--- config.mk ---
export PLATFORM = sky130hd
export DESIGN_NAME = fnd_sum_display_flat
export DESIGN_NICKNAME = d
export VERILOG_FILES = /design/src/rtl/fnd_sum_display_if.sv /design/src/rtl/fnd_sum_display.sv /design/src/flat_wrapper.sv
export SDC_FILE = /design/constraint.sdc
export NUM_CORES = 1
export LEC_CHECK = 0
export BUFFER_PORTS_ARGS = -buffer_cell sky130_fd_sc_hd__buf_2
export CAP_MARGIN = 20
export CORE_AREA = 4 4 102 104
export DETAILED_ROUTE_END_ITERATION = 8
export DIE_AREA = 0 0 106 108
export SYNTH_ARGS = -nofsm -noshare
export SYNTH_HDL_FRONTEND = slang
export SYNTH_SLANG_ARGS = --single-unit
--- constraint.sdc ---
create_clock -name clk -period 4.2 [get_ports clk]
set_input_delay 0.84 -clock clk [delete_from_list [all_inputs] [get_ports clk]]
set_output_delay 0.84 -clock clk [all_outputs]
set_load 0.1 [all_outputs]
--- src/rtl/fnd_sum_display_if.sv ---
// fnd_sum_display_if: groups the adder-result input and the FND-side outputs.
//
// Signalling contract: sum/carry are level inputs sampled on every rising
// clock edge, so there is no valid/ready pair. busy is high from the edge that
// accepts a new value until the edge that publishes its digits. Values that
// change while busy is high are not queued. Only the value present once busy
// drops is compared, and converted if it differs.
// state_dbg mirrors the conversion FSM state so checkers can bind to it.
interface fnd_sum_display_if;
   logic [7:0] sum;
   logic       carry;
   logic       busy;
   logic [3:0] fnd_com;
   logic [7:0] fnd_font;
   logic [1:0] state_dbg;

   modport master (
      output sum,
      output carry,
      input  busy,
      input  fnd_com,
      input  fnd_font,
      input  state_dbg
   );

   modport slave (
      input  sum,
      input  carry,
      output busy,
      output fnd_com,
      output fnd_font,
      output state_dbg
   );
endinterface

--- src/rtl/fnd_sum_display.sv ---
// fnd_sum_display: turns the 9-bit adder result {carry,sum} into BCD with an
// iterative double-dabble FSM. It then drives a 4-digit common-anode
// multiplexed seven-segment display. Enables and segments are active-low.
// Optional macro FND_LZB_EN: leading-zero blanking of digits 3..1.
// DIV = CLK_HZ/SCAN_HZ must be at least 2.
module fnd_sum_display #(
   parameter int CLK_HZ  = 100_000_000,
   parameter int SCAN_HZ = 1000
) (
   input  logic               clk,
   input  logic               reset_n,
   fnd_sum_display_if.slave   bus
);

   localparam int DIV   = CLK_HZ / SCAN_HZ;
   localparam int CNT_W = (DIV > 2) ? $clog2(DIV) : 1;

   typedef enum logic [1:0] {
      IDLE  = 2'd0,
      SHIFT = 2'd1,
      DONE  = 2'd2
   } state_t;

   state_t            state_q;
   state_t            state_d;
   logic [8:0]        val;
   logic [8:0]        last_val;
   logic [8:0]        shreg;
   logic [11:0]       bcd_work;
   logic [11:0]       bcd_adj;
   logic [11:0]       bcd_disp;
   logic [3:0]        bit_cnt;
   logic [CNT_W-1:0]  tick_cnt;
   logic [1:0]        digit_sel;
   logic [3:0]        digit_nib;
   logic              blank;

   assign val = {bus.carry, bus.sum};

   function automatic logic [7:0] font_of(input logic [3:0] n);
      case (n)
         4'd0:    font_of = 8'hC0;
         4'd1:    font_of = 8'hF9;
         4'd2:    font_of = 8'hA4;
         4'd3:    font_of = 8'hB0;
         4'd4:    font_of = 8'h99;
         4'd5:    font_of = 8'h92;
         4'd6:    font_of = 8'h82;
         4'd7:    font_of = 8'hF8;
         4'd8:    font_of = 8'h80;
         4'd9:    font_of = 8'h90;
         default: font_of = 8'hFF;
      endcase
   endfunction

   // Conversion FSM state register.
   always_ff @(posedge clk or negedge reset_n) begin
      if (!reset_n) state_q <= IDLE;
      else          state_q <= state_d;
   end

   // Next-state: new value starts a run, nine shift steps, one publish step.
   always_comb begin
      state_d = state_q;
      case (state_q)
         IDLE:    if (val != last_val) state_d = SHIFT;
         SHIFT:   if (bit_cnt == 4'd8) state_d = DONE;
         DONE:    state_d = IDLE;
         default: state_d = IDLE;
      endcase
   end

   // Double-dabble correction: any BCD nibble of 5 or more gets +3 before the shift.
   always_comb begin
      bcd_adj = bcd_work;
      for (int i = 0; i < 3; i++) begin
         if (bcd_work[4*i +: 4] >= 4'd5) bcd_adj[4*i +: 4] = bcd_work[4*i +: 4] + 4'd3;
      end
   end

   // Conversion datapath: capture, shift MSB-first into the BCD field, publish.
   always_ff @(posedge clk or negedge reset_n) begin
      if (!reset_n) begin
         last_val <= '0;
         shreg    <= '0;
         bcd_work <= '0;
         bcd_disp <= '0;
         bit_cnt  <= '0;
      end else begin
         case (state_q)
            IDLE: begin
               if (val != last_val) begin
                  shreg    <= val;
                  last_val <= val;
                  bcd_work <= '0;
                  bit_cnt  <= '0;
               end
            end
            SHIFT: begin
               {bcd_work, shreg} <= {bcd_adj, shreg} << 1;
               bit_cnt           <= bit_cnt + 4'd1;
            end
            DONE:    bcd_disp <= bcd_work;
            default: ;
         endcase
      end
   end

   // Scan timebase: advance one digit every DIV clocks, wrapping 3 -> 0.
   always_ff @(posedge clk or negedge reset_n) begin
      if (!reset_n) begin
         tick_cnt  <= '0;
         digit_sel <= '0;
      end else if (tick_cnt == CNT_W'(DIV - 1)) begin
         tick_cnt  <= '0;
         digit_sel <= digit_sel + 2'd1;
      end else begin
         tick_cnt <= tick_cnt + 1'b1;
      end
   end

   // Pick the nibble for the active digit. The thousands digit is always zero.
   always_comb begin
      digit_nib = 4'd0;
      case (digit_sel)
         2'd0:    digit_nib = bcd_disp[3:0];
         2'd1:    digit_nib = bcd_disp[7:4];
         2'd2:    digit_nib = bcd_disp[11:8];
         default: digit_nib = 4'd0;
      endcase
   end

   // Leading-zero blanking, judged from the published digits only.
   always_comb begin
      blank = 1'b0;
`ifdef FND_LZB_EN
      case (digit_sel)
         2'd3:    blank = 1'b1;
         2'd2:    blank = (bcd_disp[11:8] == 4'd0);
         2'd1:    blank = (bcd_disp[11:8] == 4'd0) && (bcd_disp[7:4] == 4'd0);
         default: blank = 1'b0;
      endcase
`else
      blank = 1'b0;
`endif
   end

   assign bus.fnd_com   = ~(4'b0001 << digit_sel);
   assign bus.fnd_font  = blank ? 8'hFF : font_of(digit_nib);
   assign bus.busy      = (state_q != IDLE);
   assign bus.state_dbg = state_q;

endmodule
--- src/flat_wrapper.sv ---
// flat-port wrapper written by rule: the top's interface ports become plain ports
module fnd_sum_display_flat 
#(
   parameter int CLK_HZ  = 100_000_000,
   parameter int SCAN_HZ = 1000
)
  (clk, reset_n, bus_sum, bus_carry, bus_busy, bus_fnd_com, bus_fnd_font, bus_state_dbg);
  fnd_sum_display_if bus_i ();
  input  logic clk;
  input  logic reset_n;
  input wire logic [$bits(bus_i.sum)-1:0] bus_sum;
  input wire logic [$bits(bus_i.carry)-1:0] bus_carry;
  output wire logic [$bits(bus_i.busy)-1:0] bus_busy;
  output wire logic [$bits(bus_i.fnd_com)-1:0] bus_fnd_com;
  output wire logic [$bits(bus_i.fnd_font)-1:0] bus_fnd_font;
  output wire logic [$bits(bus_i.state_dbg)-1:0] bus_state_dbg;
  assign bus_i.sum = bus_sum;
  assign bus_i.carry = bus_carry;
  assign bus_busy = bus_i.busy;
  assign bus_fnd_com = bus_i.fnd_com;
  assign bus_fnd_font = bus_i.fnd_font;
  assign bus_state_dbg = bus_i.state_dbg;
  fnd_sum_display #(.CLK_HZ(CLK_HZ), .SCAN_HZ(SCAN_HZ)) u_core (.clk(clk), .reset_n(reset_n), .bus(bus_i));
endmodule
== Word level (Yosys, flattened, before mapping) ==
Memory sizes are Yosys's and may differ from the RTL's.
Index checks and enable logic that the tools add are counted.
Storage, ports and cells
  input bits: 11
  bits in writable memories: 0
  bits in latches: 0
  memories kept: 1
  bits in read-only memories: 112
  flip-flop bits (word level): 67
Cells by class
  shift-type cells: 1
  multipliers: 0
  div/mod/pow operators: 0
  bitwise gates (word level): 1
  order comparisons: 3
  reductions and logical operators: 7
  $add $sub $neg: 6
  muxes and demuxes: 14
  equal/unequal tests: 9
Memory list
  (name not given): words 16, bits a word 7, read ports 1, clocked after Yosys merged registers in 0, write ports 0, RTL line fnd_sum_display.sv:41  | case (n)
Operator list (count)
  $pmux W12 S2: 1
  $pmux W9 S2: 1
  $add A17 B1 Y17 const B: 1
  $eq A17 B17 Y1 const B: 1
  $mux W17: 1
  $ge A4 B3 Y1 const B: 3
  $mux W12: 1
  $mux W4: 3
  $pmux W4 S3: 1
  $mux W9: 1
  $ne A9 B9 Y1: 1
  $add A4 B2 Y4 const B: 2
  $pmux W4 S2: 1
  $reduce_and A2 Y1: 3
  $add A4 B1 Y4 const B: 1
  $eq A2 B1 Y1 const B: 2
  $eq A2 B2 Y1 const B: 2
  $eq A4 B4 Y1 const B: 1
  $logic_not A2 Y1: 2
  $mux W2: 2
  $ne A2 B1 Y1 const B: 2
  $not A4 Y4: 1
  $pmux W2 S2: 1
  $reduce_bool A2 Y1: 2
  other kinds (4): 4

== Logic depth before layout (Yosys ltp) ==
  word-level depth: 3
  gate-level depth with buffers: 9

== Worst setup path after synthesis ==
Ideal clock, no wire load.
  path kind: reg-to-output
  start: register u_core.digit_sel[1]
  end: output port bus_fnd_font[0]
  buffers on the path: 0
  required time: 3.360 ns
  slack: -0.421 ns
  stages on the path, launching flop included: 10
  arrival: 3.781 ns
  cells stage by stage: dfrtp_1 > inv_1 > ha_1 > a222oi_1 > nor2_1 > inv_1 > ha_1 > o21a_1 > a21oi_1 > o21ai_0
Between the ends
  longest elaborated chain between the ends: 3
RTL lines
  from (decl): RTL line fnd_sum_display.sv:34  | logic [1:0] digit_sel;
  from (signal assigned): RTL line fnd_sum_display.sv:116  | digit_sel <= digit_sel + 2'd1;
  $eq A2 B2 Y1, or another cell as far along: RTL line fnd_sum_display.sv:125  | case (digit_sel)
  $pmux W4 S3 (*): RTL line fnd_sum_display.sv:125
  $mem_v2 Z16 W7 (*)
  to (decl): RTL line flat_wrapper.sv:15  | output wire logic [$bits(bus_i.fnd_font)-1:0] bus_fnd_font;
Mark *: on every way between the ends. The rest lies on a longest branch, timed or not.

== Final worst setup path ==
  start: register u_core.digit_sel[0]
  end: output port bus_fnd_font[6]
Same word-level chain as after synthesis.

==> metrics.yaml <==
clock_network:
  post_cts_buffers: 0
  clk_latency_ns: 0.34
  cts_inserted_buffers: 9
  postCtsHoldBufs: 0
  cts-root-buf: "clkbuf_8"
  cts_tree: "done"
  cts_max_level: 3
  clkTransAtPathRegs_ns: 0.07
  max-clock-path-buffers: 2
  cts_resized: 0
  cts_sinks: 67
routing:
  vias: 2460
  avgViaCountPerCell: 5.09
  wirelength_microns: 6650
  wl_met1_microns: 3270
  first_pass_iters: 4
  wl_per_cell_microns: 13.8
  drc: 0
  ant_nets: 0
  top_layer: "met4"
  drt_iter0_drc: 100
  wl_met3_microns: 262
  wl_met2_microns: 2940
power_and_ir_drop:
  switching_share_pct: 46.5
  intPower_mw: 1.65
  seqPwrFrac_pct: 34.5
  clock_power_share_pct: 15.0
  power.leakage_nw: 1.81
  p_sw_mw: 1.44
  p_per_area_nw_per_um2: 778
  max-vdd-ir-drop_mv: 0.660
  p_total_mw: 3.09
  p_comb_share_pct: 50.5
logic_synthesis:
  synth_mux_area_share_pct: 8.49
  yosysSeqAreaShare_pct: 47.2
  postSynth.asyncResetShare_pct: 100
  synth_warnings: 0
  yosysMostFrequentCell: "dfrtp_1"
  syn-cell-area_sq_um: 3550
  synth_area_per_cell_sq_um: 11.0
  synth.distinct_cells: 43
  synth_compound_area_share_pct: 14.5
  yosys.area.top_type_share_pct: 47.2
  synth_top_family_by_area: "compound AO/OA/AOI/OAI gates"
  synth_area_leaders: "dfrtp_1 47%, mux2_2 7.9%, ha_1 6.7%"
  synthSimpleGateAreaFrac_pct: 12.0
  yosysTopAreaCell: "dfrtp_1"
  synth_fa_ha_area_share_pct: 6.69
  synth_nets: 352
  ys_ff_latch: 67
  yosys.area_share.xor_xnor_pct: 7.39
  synth_edf_count: 0
  yosys-top-cells-count: "67 x dfrtp_1, 25 x mux2_2, 22 x xnor2_1"
  synthCells: 322
  ys.flop_type: "dfrtp_1"
sta:
  period_minus_slack_ns: 3.68
  hold_violations: 0
  worstMarginPinSlew_ns: 1.03
  finClkSkew_ns: 0.00805
  rsz0062_at_grt: "false"
  setup_violations: 0
  drv_slew: 0
  relSlewSlack_pct: 31.3
  fmax_mhz: 271
  fin_crit_sh_pct: 87.7
setup_path:
  critical_path_arrival_ns: 2.84
  crit_chain: "inv_1 > ha_1 > a222oi_1 > or2_2 > inv_1 > ha_1 > nor3b_1 > a21oi_1 > or2_1 > buf_2"
  cp-end-kind: "output port"
  cp_max_fo: 5
  slowest_stage: "dfrtp_1"
  worstPathRequired_ns: 3.36
  cpPeakStageDelay_ns: 0.42
  crit_path_start_kind: "flip-flop"
  criticalPathCategory: "reg2out"
layout:
  syn2layout_area_growth_pct: 11.7
  regArea_sq_um: 1680
  multi_input_area_sq_um: 1750
  layout-drive-gt1-share_pct: 20.9
  antenna_cells: 0
  fill_cells: 981
  nets: 376
  design_area_sq_um: 3970
place:
  dp_hpwl_microns: 4730
  place_congestion: 0.780
  placed_cell_area_sq_um: 3800
  io_buffer_count: 24
outcome:
  status: "complete, no violations"
global_routing:
  antenna_found_initial: 0
  grt_overflow: 0
  grt_use_total_pct: 12.6
  grt_pass1_vias: 2455
  grt_start_max_net_pins: 31
  grt_pass1_wl_microns: 11700
floorplan:
  die_area_sq_um: 11400
  die_h_microns: 108
  rows: 36
  die_x_microns: 106
  coreArea_sq_um: 9550
  io_pins: 26
  initial_core_util_pct: 37.2
worst_hold_path:
  hp-class: "in2async"
flow_run:
  maxCapViolCount: 0
## stage by stage
stage          hold slack [ns]  std cells  setup WS (ns)  utilization [%]  setup TNS, ns
6_report                 0.430        483          0.516             41.5              0
2_1_floorplan            0.455        322         -0.247                -         -0.495
3_3_place_gp             0.485        468          0.946             39.8              0
5_1_grt                  0.465        483          0.229             41.5              0
3_5_place_dp             0.485        468          0.868             39.8              0
4_1_cts                  0.438        483          0.490             41.5              0
## metal layers
layer	vias to the layer above	global-route usage [%]
met5	-	0
met1	1198	17.2
met2	46	19.4
li1	1200	-
met3	16	2.27
met4	0	6.57
## cells in the final DEF, fill, tap and decap left out, types with 2 or more instances in the layout
master	Yosys	routed
dfrtp_1	67	67
mux2_2	25	25
buf_2	5	24
xnor2_1	22	22
nor2_1	20	20
ha_1	19	19
inv_1	18	18
nand2_1	16	16
a22o_1	11	11
o21ai_0	13	10
a21oi_1	10	10
clkbuf_8	0	10
xor2_1	8	8
o22a_1	8	8
o221a_1	8	8
nand3_1	7	7
nor3_1	7	7
nand4_1	5	5
nand2b_1	5	5
a222oi_1	4	4
and4_1	4	4
o21ai_1	0	3
and3_1	3	3
a21o_1	3	3
clkinv_2	0	3
buf_4	1	3
or2_2	2	2
mux2i_1	2	2
or3_1	2	2
nor4_1	2	2
nor2b_1	2	2
o2bb2ai_1	2	2
clkinvlp_4	0	2
## area by class of cell
type / instances / area share [%]
clock buffer: 10 / 3.47
timing repair buffer: 27 / 3.60
inverter: 18 / 1.70
sequential: 67 / 42.3
multi-input combinational: 223 / 44.0
clock inverter: 5 / 0.757
tap: 133 / 4.19
## flip-flops by register name, summed over array words and instances (netlist names)
| name | count |
|---|---|
| u_core.bcd_disp | 12 |
| u_core.bcd_work | 12 |
| u_core.bit_cnt | 4 |
| u_core.bus.state_dbg | 2 |
| u_core.digit_sel | 2 |
| u_core.last_val | 9 |
| u_core.shreg | 9 |
| u_core.tick_cnt | 17 |
## final timing paths
path	startpoint	to	slack, ns	cells past startpoint
setup reg to reg	u_core.bus.state_dbg[1]$_DFFE_PN0P_	u_core.bcd_disp[8]$_DFFE_PN0N_	1.97	3
setup / recovery	u_core.digit_sel[0]$_DFFE_PN0N_	bus_fnd_font[6]	0.52	10
hold / removal	reset_n	u_core.tick_cnt[15]$_DFF_PN0_	0.43	1
hold reg to reg	u_core.tick_cnt[0]$_DFF_PN0_	u_core.tick_cnt[0]$_DFF_PN0_	0.49	1
max in group asynchronous	reset_n	u_core.bcd_work[5]$_DFFE_PN0P_	3.01	2
min in group clk	u_core.tick_cnt[0]$_DFF_PN0_	u_core.tick_cnt[0]$_DFF_PN0_	0.49	1
## power groups by stage
| stage | Combinational [mW] | Clock [mW] | Sequential (mW) |
|---|---|---|---|
| 6_report | 1.56 | 0.464 | 1.06 |
| 5_1_grt | 1.71 | 0.504 | 1.10 |
| 4_1_cts | 1.57 | 0.482 | 1.07 |
| 3_5_place_dp | 1.57 | 0 | 1.08 |
| 3_3_place_gp | 1.54 | 0 | 1.07 |
| 2_1_floorplan | 1.32 | 0 | 1.05 |
## logic make-up (layout without fill, tap and decap cells)
| kind of cell | Yosys count | count (layout) |
|---|---|---|
| adders and majority gates | 19 | 19 |
| other | 1 | 1 |
| buffers and inverters | 32 | 60 |
| muxes | 27 | 27 |
| DFF | 67 | 67 |
| xor gates and xnor gates | 30 | 30 |
| AOI/OAI and AO/OA | 64 | 64 |
| and+or+nand+nor | 82 | 82 |
## critical path: cells and delay by family (launching register included)
kind	cells	cell delay (ns)
flops	1	0.42
buf+inv	3	0.46
fa+ha+maj	2	0.48
compound gates	2	0.46
simple gates	3	0.68
(Power assumes the default switching activity.)
